[config.mk]
export PLATFORM = sky130hd
export DESIGN_NAME = msx_mapper_gen2
export DESIGN_NICKNAME = d
export VERILOG_FILES = /design/src/rtl/msx_mapper_gen2.sv
export SDC_FILE = /design/constraint.sdc
export NUM_CORES = 1
export LEC_CHECK = 0
export CAP_MARGIN = 20
export CORE_MARGIN = 2
export CORE_UTILIZATION = 30
export DETAILED_ROUTE_END_ITERATION = 10
export GPL_TIMING_DRIVEN = 0
export SLEW_MARGIN = 25
export SYNTH_ARGS = -nofsm -noshare
export SYNTH_HDL_FRONTEND = slang
export SYNTH_SLANG_ARGS = --single-unit
[constraint.sdc]
create_clock -name clk -period 2.44 [get_ports clk]
set_input_delay 0.244 -clock clk [delete_from_list [all_inputs] [get_ports clk]]
set_output_delay 0.244 -clock clk [all_outputs]
set_load 0.05 [all_outputs]
[src/rtl/msx_mapper_gen2.sv]
// rtl/msx_mapper_gen2.sv - MSX cartridge mapper with bank translation and SDRAM handshake
// Optional define: MAPPER_READBACK_EN (I/O readback of bank registers at MRAM_PORT+1..+4)
module msx_mapper_gen2 #(
    parameter int                ADDR_W    = 23,
    parameter logic [ADDR_W-1:0] BASE_ADDR = 23'h420000,
    parameter int                BANK_W    = 8,
    parameter logic [BANK_W-1:0] BANK_MASK = 8'hFF,
    parameter logic [7:0]        MRAM_PORT = 8'h8E,
    parameter int                TIMEOUT   = 64
) (
    input  logic              clk,
    input  logic              reset_n,
    input  logic [15:0]       addr,
    input  logic [7:0]        cdin,
    output logic [7:0]        cdout,
    output logic              rd_data_valid,
    input  logic              sltsl_n,
    input  logic              merq_n,
    input  logic              iorq_n,
    input  logic              m1_n,
    input  logic              rd_n,
    input  logic              wr_n,
    input  logic [1:0]        mapper_type,
    output logic              wait_n,
    output logic              mem_req,
    output logic              mem_we,
    output logic [ADDR_W-1:0] mem_addr,
    output logic [7:0]        mem_wdata,
    input  logic              mem_ack,
    input  logic [7:0]        mem_rdata,
    output logic              ram_mode,
    output logic              timeout_err
);

    localparam int CNT_W = $clog2(TIMEOUT + 1);

    typedef enum logic [1:0] {IDLE, REQ, DONE} state_t;

    state_t             state;
    logic [BANK_W-1:0]  bank [4];
    logic               prev_wr_n;
    logic               prev_strb;
    logic               req_is_rd;
    logic [CNT_W-1:0]   cnt;

    logic               cart_sel;
    logic               io_port;
    logic               wr_fall;
    logic               strb_fall;
    logic [1:0]         page;
    logic               bw_en;
    logic [1:0]         bw_idx;
    logic               bank_we;
    logic [BANK_W+12:0] offset;
    logic [ADDR_W-1:0]  xlate;
    logic               start_req;

    assign cart_sel  = ~sltsl_n & ~merq_n & iorq_n & (addr[15:14] == 2'b01 || addr[15:14] == 2'b10);
    assign io_port   = ~iorq_n & m1_n & (addr[7:0] == MRAM_PORT);
    assign wr_fall   = prev_wr_n & ~wr_n;
    assign strb_fall = prev_strb & ~(rd_n & wr_n);
    // 8K page index relative to 4000h: 4000h->0, 6000h->1, 8000h->2, A000h->3
    assign page      = addr[14:13] ^ 2'b10;

    always_comb begin
        bw_en  = 1'b0;
        bw_idx = page;
        case (mapper_type)
            2'd0: bw_en = 1'b1;
            2'd1: bw_en = (addr[12:11] == 2'b10);
            2'd2: begin
                bw_idx = addr[12:11];
                bw_en  = (addr[15:13] == 3'b011);
            end
            default: begin
                bw_idx = {1'b0, addr[12]};
                bw_en  = (addr[15:11] == 5'b01100) || (addr[15:11] == 5'b01110);
            end
        endcase
    end

    assign bank_we = cart_sel & ~ram_mode & wr_fall & bw_en;

    always_comb begin
        offset = '0;
        if (mapper_type == 2'd3) begin
            if (addr[15])
                offset = {bank[1][BANK_W-2:0], addr[13:0]};
            else
                offset = {bank[0][BANK_W-2:0], addr[13:0]};
        end else begin
            offset = {bank[page], addr[12:0]};
        end
    end

    assign xlate     = BASE_ADDR + ADDR_W'(offset);
    assign start_req = cart_sel & strb_fall & (~rd_n | (~wr_n & ram_mode));

`ifdef MAPPER_READBACK_EN
    logic [7:0] rb_off;
    logic       rb_hit;
    assign rb_off = addr[7:0] - MRAM_PORT - 8'd1;
    assign rb_hit = ~iorq_n & m1_n & ~rd_n & (rb_off < 8'd4);
`endif

    always_ff @(posedge clk or negedge reset_n) begin
        if (!reset_n) begin
            state         <= IDLE;
            bank[0]       <= BANK_W'(0);
            bank[1]       <= BANK_W'(1);
            bank[2]       <= BANK_W'(2);
            bank[3]       <= BANK_W'(3);
            prev_wr_n     <= 1'b1;
            prev_strb     <= 1'b1;
            req_is_rd     <= 1'b0;
            cnt           <= '0;
            ram_mode      <= 1'b0;
            wait_n        <= 1'b1;
            mem_req       <= 1'b0;
            mem_we        <= 1'b0;
            mem_addr      <= BASE_ADDR;
            mem_wdata     <= 8'h00;
            cdout         <= 8'hFF;
            rd_data_valid <= 1'b0;
            timeout_err   <= 1'b0;
        end else begin
            prev_wr_n <= wr_n;
            prev_strb <= rd_n & wr_n;

            if (bank_we)
                bank[bw_idx] <= BANK_W'(cdin) & BANK_MASK;

            if (io_port & ~wr_n)
                ram_mode <= 1'b0;
            else if (io_port & ~rd_n)
                ram_mode <= 1'b1;

            case (state)
                IDLE: begin
                    rd_data_valid <= 1'b0;
`ifdef MAPPER_READBACK_EN
                    if (rb_hit) begin
                        cdout         <= 8'(bank[rb_off[1:0]]);
                        rd_data_valid <= 1'b1;
                    end
`endif
                    if (start_req) begin
                        state     <= REQ;
                        wait_n    <= 1'b0;
                        mem_req   <= 1'b1;
                        mem_we    <= ~wr_n;
                        mem_addr  <= xlate;
                        mem_wdata <= cdin;
                        req_is_rd <= ~rd_n;
                        cnt       <= '0;
                    end
                end
                REQ: begin
                    // The SDRAM transaction always completes even if the Z80 drops its strobe
                    if (mem_ack || cnt == CNT_W'(TIMEOUT - 1)) begin
                        state   <= DONE;
                        mem_req <= 1'b0;
                        wait_n  <= 1'b1;
                        if (!mem_ack)
                            timeout_err <= 1'b1;
                        if (req_is_rd) begin
                            cdout         <= mem_ack ? mem_rdata : 8'hFF;
                            rd_data_valid <= 1'b1;
                        end
                    end else begin
                        cnt <= cnt + 1'b1;
                    end
                end
                DONE: begin
                    if (rd_n & wr_n) begin
                        state         <= IDLE;
                        rd_data_valid <= 1'b0;
                    end
                end
                default: state <= IDLE;
            endcase
        end
    end

endmodule
# ---- Word level (Yosys, flattened, before mapping)
# Cells that the tools add are included.
dict set report word_totals {
  regBits 89
  input_bits 43
  output_inout_bits 45
}
dict set report op_classes {
  n_addsub 2
  order_cmp 3
  eq_ne 18
  muxes 30
  bitwise_logic 28
  n_reduce_logical 17
}
# op n
set op_table {}
lappend op_table {{2-to-1 mux 21 bit} 2}
lappend op_table {{bitwise mux 32 bit} 1}
lappend op_table {{2-to-1 mux 8 bit} 4}
lappend op_table {{adder 23 x 21 -> 23 bit (first input constant)} 1}
lappend op_table {{bitwise AND 1 bit} 16}
lappend op_table {{binary-select mux 8 bit (select 2 bit)} 1}
lappend op_table {{demux 8 bit (select 2 bit)} 1}
lappend op_table {{AND reduction 3 bit} 5}
lappend op_table {{2-to-1 mux 7 bit} 2}
lappend op_table {{one-hot mux 7 bit (2 select lines)} 1}
lappend op_table {{equality test 2 bit (second input constant)} 5}
lappend op_table {{equality test 5 x 4 -> 1 bit (second input constant)} 2}
lappend op_table {{inequality test 2 bit (second input constant)} 5}
lappend op_table {{2-to-1 mux 1 bit} 9}
lappend op_table {{NOT 1 bit} 9}
lappend op_table {{equality test 8 bit (second input constant)} 1}
lappend op_table {{adder 7 x 1 -> 7 bit (second input constant)} 1}
lappend op_table {{equality test 7 x 6 -> 1 bit (second input constant)} 1}
lappend op_table {{equality test 2 x 1 -> 1 bit (second input constant)} 3}
lappend op_table {{>= comparator 3 bit (second input constant)} 2}
lappend op_table {{2-to-1 mux 2 bit} 3}
lappend op_table {{NOT 2 -> 3 bit} 2}
lappend op_table {{one-hot mux 1 bit (3 select lines)} 2}
lappend op_table {{one-hot mux 2 bit (3 select lines)} 1}
lappend op_table {{13 further kinds} 18}

# ---- Logic depth before layout (Yosys ltp)
dict set report logic_depth {
  ltp_word 9
  depth_mapped 8
  mapped_depth_nobuf 6
}

# ---- Least setup slack after synthesis
# Ideal clock, no wire load.
dict set report synth_timing {
  path_type {register to register}
  startpoint {register ram_mode}
  endpoint {register cnt[3]}
  setup_ns 0.078
  arrival_ns 1.964
  required_time_ns 2.362
  setup_slack_ns 0.398
  path_stages_with_launch 7
  n_path_buf 1
  synth_period_minus_slack_ns 2.042
  path_cell_list {dfrtp_1 -> nand2b_1 -> a2111oi_2 -> a21boi_1 -> clkbuf_1 -> or3_1 -> a21oi_1}
}
dict set report synth_between {
  elab_chain_cells 5
}
# element line
set synth_rtl {}
lappend synth_rtl {{start: declaration} 31} ;# output logic ram_mode,
lappend synth_rtl {{start signal: assignment} 117} ;# ram_mode <= 1'b0;
lappend synth_rtl {{start signal: assignment} 134} ;# ram_mode <= 1'b0;
lappend synth_rtl {{start signal: assignment} 136} ;# ram_mode <= 1'b1;
lappend synth_rtl {{bitwise AND 1 bit} 97} ;# assign start_req = cart_sel & strb_fall & (~rd_n | (~wr_n & ram_mode));
lappend synth_rtl {{OR 1 bit} 97}
lappend synth_rtl {{bitwise AND 1 bit} 97}
lappend synth_rtl {{inequality test 2 bit (no source line)} -}
lappend synth_rtl {{AND reduction 3 bit (no source line)} -}
lappend synth_rtl {{end signal: assignment} 171} ;# cnt <= cnt + 1'b1;
lappend synth_rtl {{end: declaration} 44} ;# logic [CNT_W-1:0] cnt;
# Every way passes these cells.
# A chain may end at the register's enable or synchronous reset.

# ---- Worst setup path after layout
dict set report layout_timing {
  startpoint {input port mapper_type[0]}
  endpoint {register bank[7] (netlist bit)}
}
dict set report layout_between {
  elab_chain_cells 9
}
# element line
set layout_rtl {}
lappend layout_rtl {{start: declaration} 23} ;# input logic [1:0] mapper_type,
lappend layout_rtl {{equality test 2 x 1 -> 1 bit or logical NOT 2 bit (tied branches)} 68} ;# case (mapper_type)
lappend layout_rtl {{OR reduction 2 bit (no source line)} -}
lappend layout_rtl {{one-hot mux 2 bit (2 select lines)} 68}
lappend layout_rtl {{NOT 2 -> 3 bit (not written as such)} 131} ;# bank[bw_idx] <= BANK_W'(cdin) & BANK_MASK;
lappend layout_rtl {{>= comparator 3 bit (not written as such) or < comparator 3 x 1 -> 1 bit (tied branches)} 131}
lappend layout_rtl {{logical AND 1 bit (not written as such)} 131}
lappend layout_rtl {{2-to-1 mux 8 bit (not written as such)} 131}
lappend layout_rtl {{demux 8 bit (select 2 bit)} 131}
lappend layout_rtl {{bitwise mux 32 bit} 131}
lappend layout_rtl {{end signal: indexed assignment} 131}
lappend layout_rtl {{end: declaration} 40} ;# logic [BANK_W-1:0] bank [4];
# Parallel ways exist; a longest one is shown, timed or not.

==> impl_metrics.py <==
metrics = {
    "sta": {
        "fin_ws_ns": 0.147,
        "hold_violations": 0,
        "setup_viol": 0,
        "rsz0062_at_grt": "false",
        "tightest_slew_ns": 0.710,
        "timing.final.crit_share_pct": 94.0,
        "min_period_ns": 2.29,
        "fmaxAchievable_ghz": 0.436,
        "relSlewSlack_pct": 52.7,
        "fin_skew_ns": 0.00679,
        "drv_slew": 0,
    },
    "cts": {
        "cts.root.buffer_cell": "clkbuf_16",
        "clk_path_buf_depth": 2,
        "cts_buffers": 9,
        "cts_sinks": 88,
        "cts_tree": "done",
        "path_clk_slew_ns": 0.06,
        "insertion_delay_ns": 0.34,
        "htreeDepth": 3,
    },
    "setup_path": {
        "cp_max_fo": 8,
        "worst_path_max_delay_cell": "nor3b_4",
        "cp-start-kind": "input pin",
        "worstSetupPathType": "in2reg",
        "end_kind": "register",
        "worstPathCellList": "clkdlybuf4s50_1 -> and2_1 -> o31ai_1 -> nor3b_4 -> mux2_2",
        "crit_required_ns": 2.67,
        "cpPeakStageDelay_ns": 0.62,
        "arrival_ns": 2.52,
    },
    "synthesis": {
        "ys_warn_count": 0,
        "yosysTopAreaCellShare_pct": 45.1,
        "yosysTopAreaCell": "dfrtp_1",
        "synth_area_sq_um": 4000,
        "async_flop_share_pct": 100,
        "synthTopCellsByArea": "dfrtp_1, dfstp_2, mux2_2",
        "synth_edf_count": 0,
        "synth_ff_type": "dfrtp_1",
        "ys_ff_latch": 88,
        "synth_commonest_cells": "nand2_1, dfrtp_1, mux2_2, o21ai_0, dfstp_2",
        "synthCells": 362,
        "avgSynthCellArea_sq_um": 11.0,
        "yosysUniqueCellTypes": 48,
        "yosysSeqAreaShare_pct": 55.6,
        "synth_nets": 407,
        "yosys.cell_count.top_type": "nand2_1",
    },
    "final_layout": {
        "final_core_util_pct": 41.3,
        "instances_no_fill": 640,
        "num_antenna_cells": 0,
        "syn2layout_area_growth_pct": 35.7,
        "fin_area_sq_um": 5430,
        "drive_gt1_share_pct": 19.0,
        "fin_nets": 504,
    },
    "grt": {
        "grt_max_degree": 51,
        "antenna_found_initial": 0,
        "grt_pass1_vias": 3092,
        "grt_pass1_wl_um": 16000,
        "overflow": 0,
        "global_route.usage.total_pct": 14.4,
    },
    "routing": {
        "routed_via_density": 4.63,
        "ant_nets": 0,
        "first_pass_iters": 4,
        "route.detailed.drc": 0,
        "drtIter0Drc": 186,
        "wl_per_cell_um": 15.0,
        "drt_wl_total_um": 9570,
        "vias": 2961,
    },
    "place": {
        "port_buffers": 84,
        "hpwl_um": 6940,
        "placed_cells": 623,
        "gp_congestion": 0.776,
        "dpl_cell_area_sq_um": 5090,
        "dp_slack_ns": -0.287,
    },
    "floorplan": {
        "pin_count": 88,
        "die_y_um": 119,
        "dieArea_sq_um": 14300,
        "rows": 42,
        "fp.dieW_um": 119,
        "core_sq_um": 13100,
        "initial_utilization_pct": 30.4,
    },
    "hold_path": {
        "hold_path.class": "in2async",
    },
    "job": {
        "cap_viol_max_count": 0,
    },
    "run_status": {
        "status": "completed",
    },
    "power_and_ir_drop": {
        "p_leak_uw": 0.00245,
        "finalPower_uw": 3950,
        "power_density_nw_per_um2": 729,
        "peakVddDrop_mv": 0.250,
    },
}
critical path: cells and delay by family:
family                 cells  cell delay [ns]
and+or+nand+nor            2             0.83
AOI/OAI and AO/OA          1             0.53
muxes                      1             0.40
buffers and inverters      1             0.51
cells in the final DEF, fill, tap and decap left out, types with 2 or more instances in the layout:
| cell type | count |
|---|---|
| a21o_1 | 2 |
| a21oi_1 | 11 |
| a31oi_1 | 3 |
| and2_1 | 2 |
| buf_2 | 3 |
| buf_4 | 2 |
| bufinv_16 | 2 |
| clkbuf_1 | 11 |
| clkbuf_16 | 9 |
| clkdlybuf4s50_1 | 83 |
| clkinvlp_4 | 2 |
| dfrtp_1 | 72 |
| dfstp_2 | 16 |
| ha_1 | 2 |
| inv_1 | 7 |
| mux2_2 | 37 |
| mux2i_1 | 12 |
| mux4_2 | 5 |
| nand2_1 | 99 |
| nand3_1 | 3 |
| nand3_2 | 2 |
| nor2_1 | 7 |
| nor2b_1 | 10 |
| o211ai_1 | 2 |
| o21ai_0 | 22 |
| o2bb2ai_1 | 2 |
| o31ai_1 | 4 |
| or3_1 | 3 |
stage by stage:
step	TNS [ns]	hold slack, ns
2_1_floorplan	0	-0.0516
3_3_place_gp	-177.49	0.448
3_5_place_dp	-9.44	0.185
4_1_cts	0	0.375
5_1_grt	0	0.405
6_report	0	0.373
state kept, by name, indices dropped and copies added (netlist names):
name / count
mem_req: 1
prev_strb: 1
cdout: 8
timeout_err: 1
cnt: 7
wait_n: 1
mem_addr: 22
prev_wr_n: 1
rd_data_valid: 1
mem_we: 1
req_is_rd: 1
mem_wdata: 8
state: 2
bank: 32
ram_mode: 1
cells by family after synthesis:
kind of cell             count (synthesis)  share of synthesized area [%]
AND/OR/NAND/NOR                        138                           16.2
multiplexers                            54                           16.2
other                                    1                         0.0938
flip-flops                              88                           55.6
XOR/XNOR                                 2                          0.438
AO/OA/AOI/OAI                           54                           8.39
buffers and inverters                   23                           2.44
adder cells (fa/ha/maj)                  2                          0.626
repair_timing:
| item | in CTS | in global routing |
|---|---|---|
| endpoints found under the hold margin | 27 | 0 |
| gates resized for setup | 0 | 2 |
| setup endpoints to repair | 0 | 11 |
| setup buffers | 0 | 0 |
| hold buffers | 1 | 0 |
layout make-up:
type / count / area [sq um]
plain buffers: 16 / 72.6
clock buffers: 10 / 229
clock inverters: 6 / 92.6
fillers: 1267 / 7710
inverters: 7 / 26.3
multi-input cells: 251 / 1680
flip-flops and latches: 88 / 2220
well taps: 176 / 220
repair buffers: 86 / 880
where the power goes:
part	switching (uW)	leakage (uW)	internal [uW]
registers	72.7	0.00115	1600
clock network	583	0.000149	903
logic	494	0.00115	303
routing by layer:
metal / part of all wire [%] / track usage, %
met1: 47 / 19.5
met2: 46 / 22.7
met3: 4.7 / 2.73
met4: 1.7 / 6.25
met5: 0 / 0
final timing paths:
kind	slack, ns	to	cells past startpoint	from
setup / recovery	0.15	bank[7]	5	mapper_type[0]
hold / removal	0.37	mem_wdata[7]	2	reset_n
setup reg to reg	0.40	cdout[2]	7	cnt[0]
hold reg to reg	0.46	wait_n	2	wait_n
max in group asynchronous	1.42	bank[9]	3	reset_n
min in group clk	0.45	mem_addr[10]	3	addr[10]
Note: power is estimated with default switching activity, not from simulation.
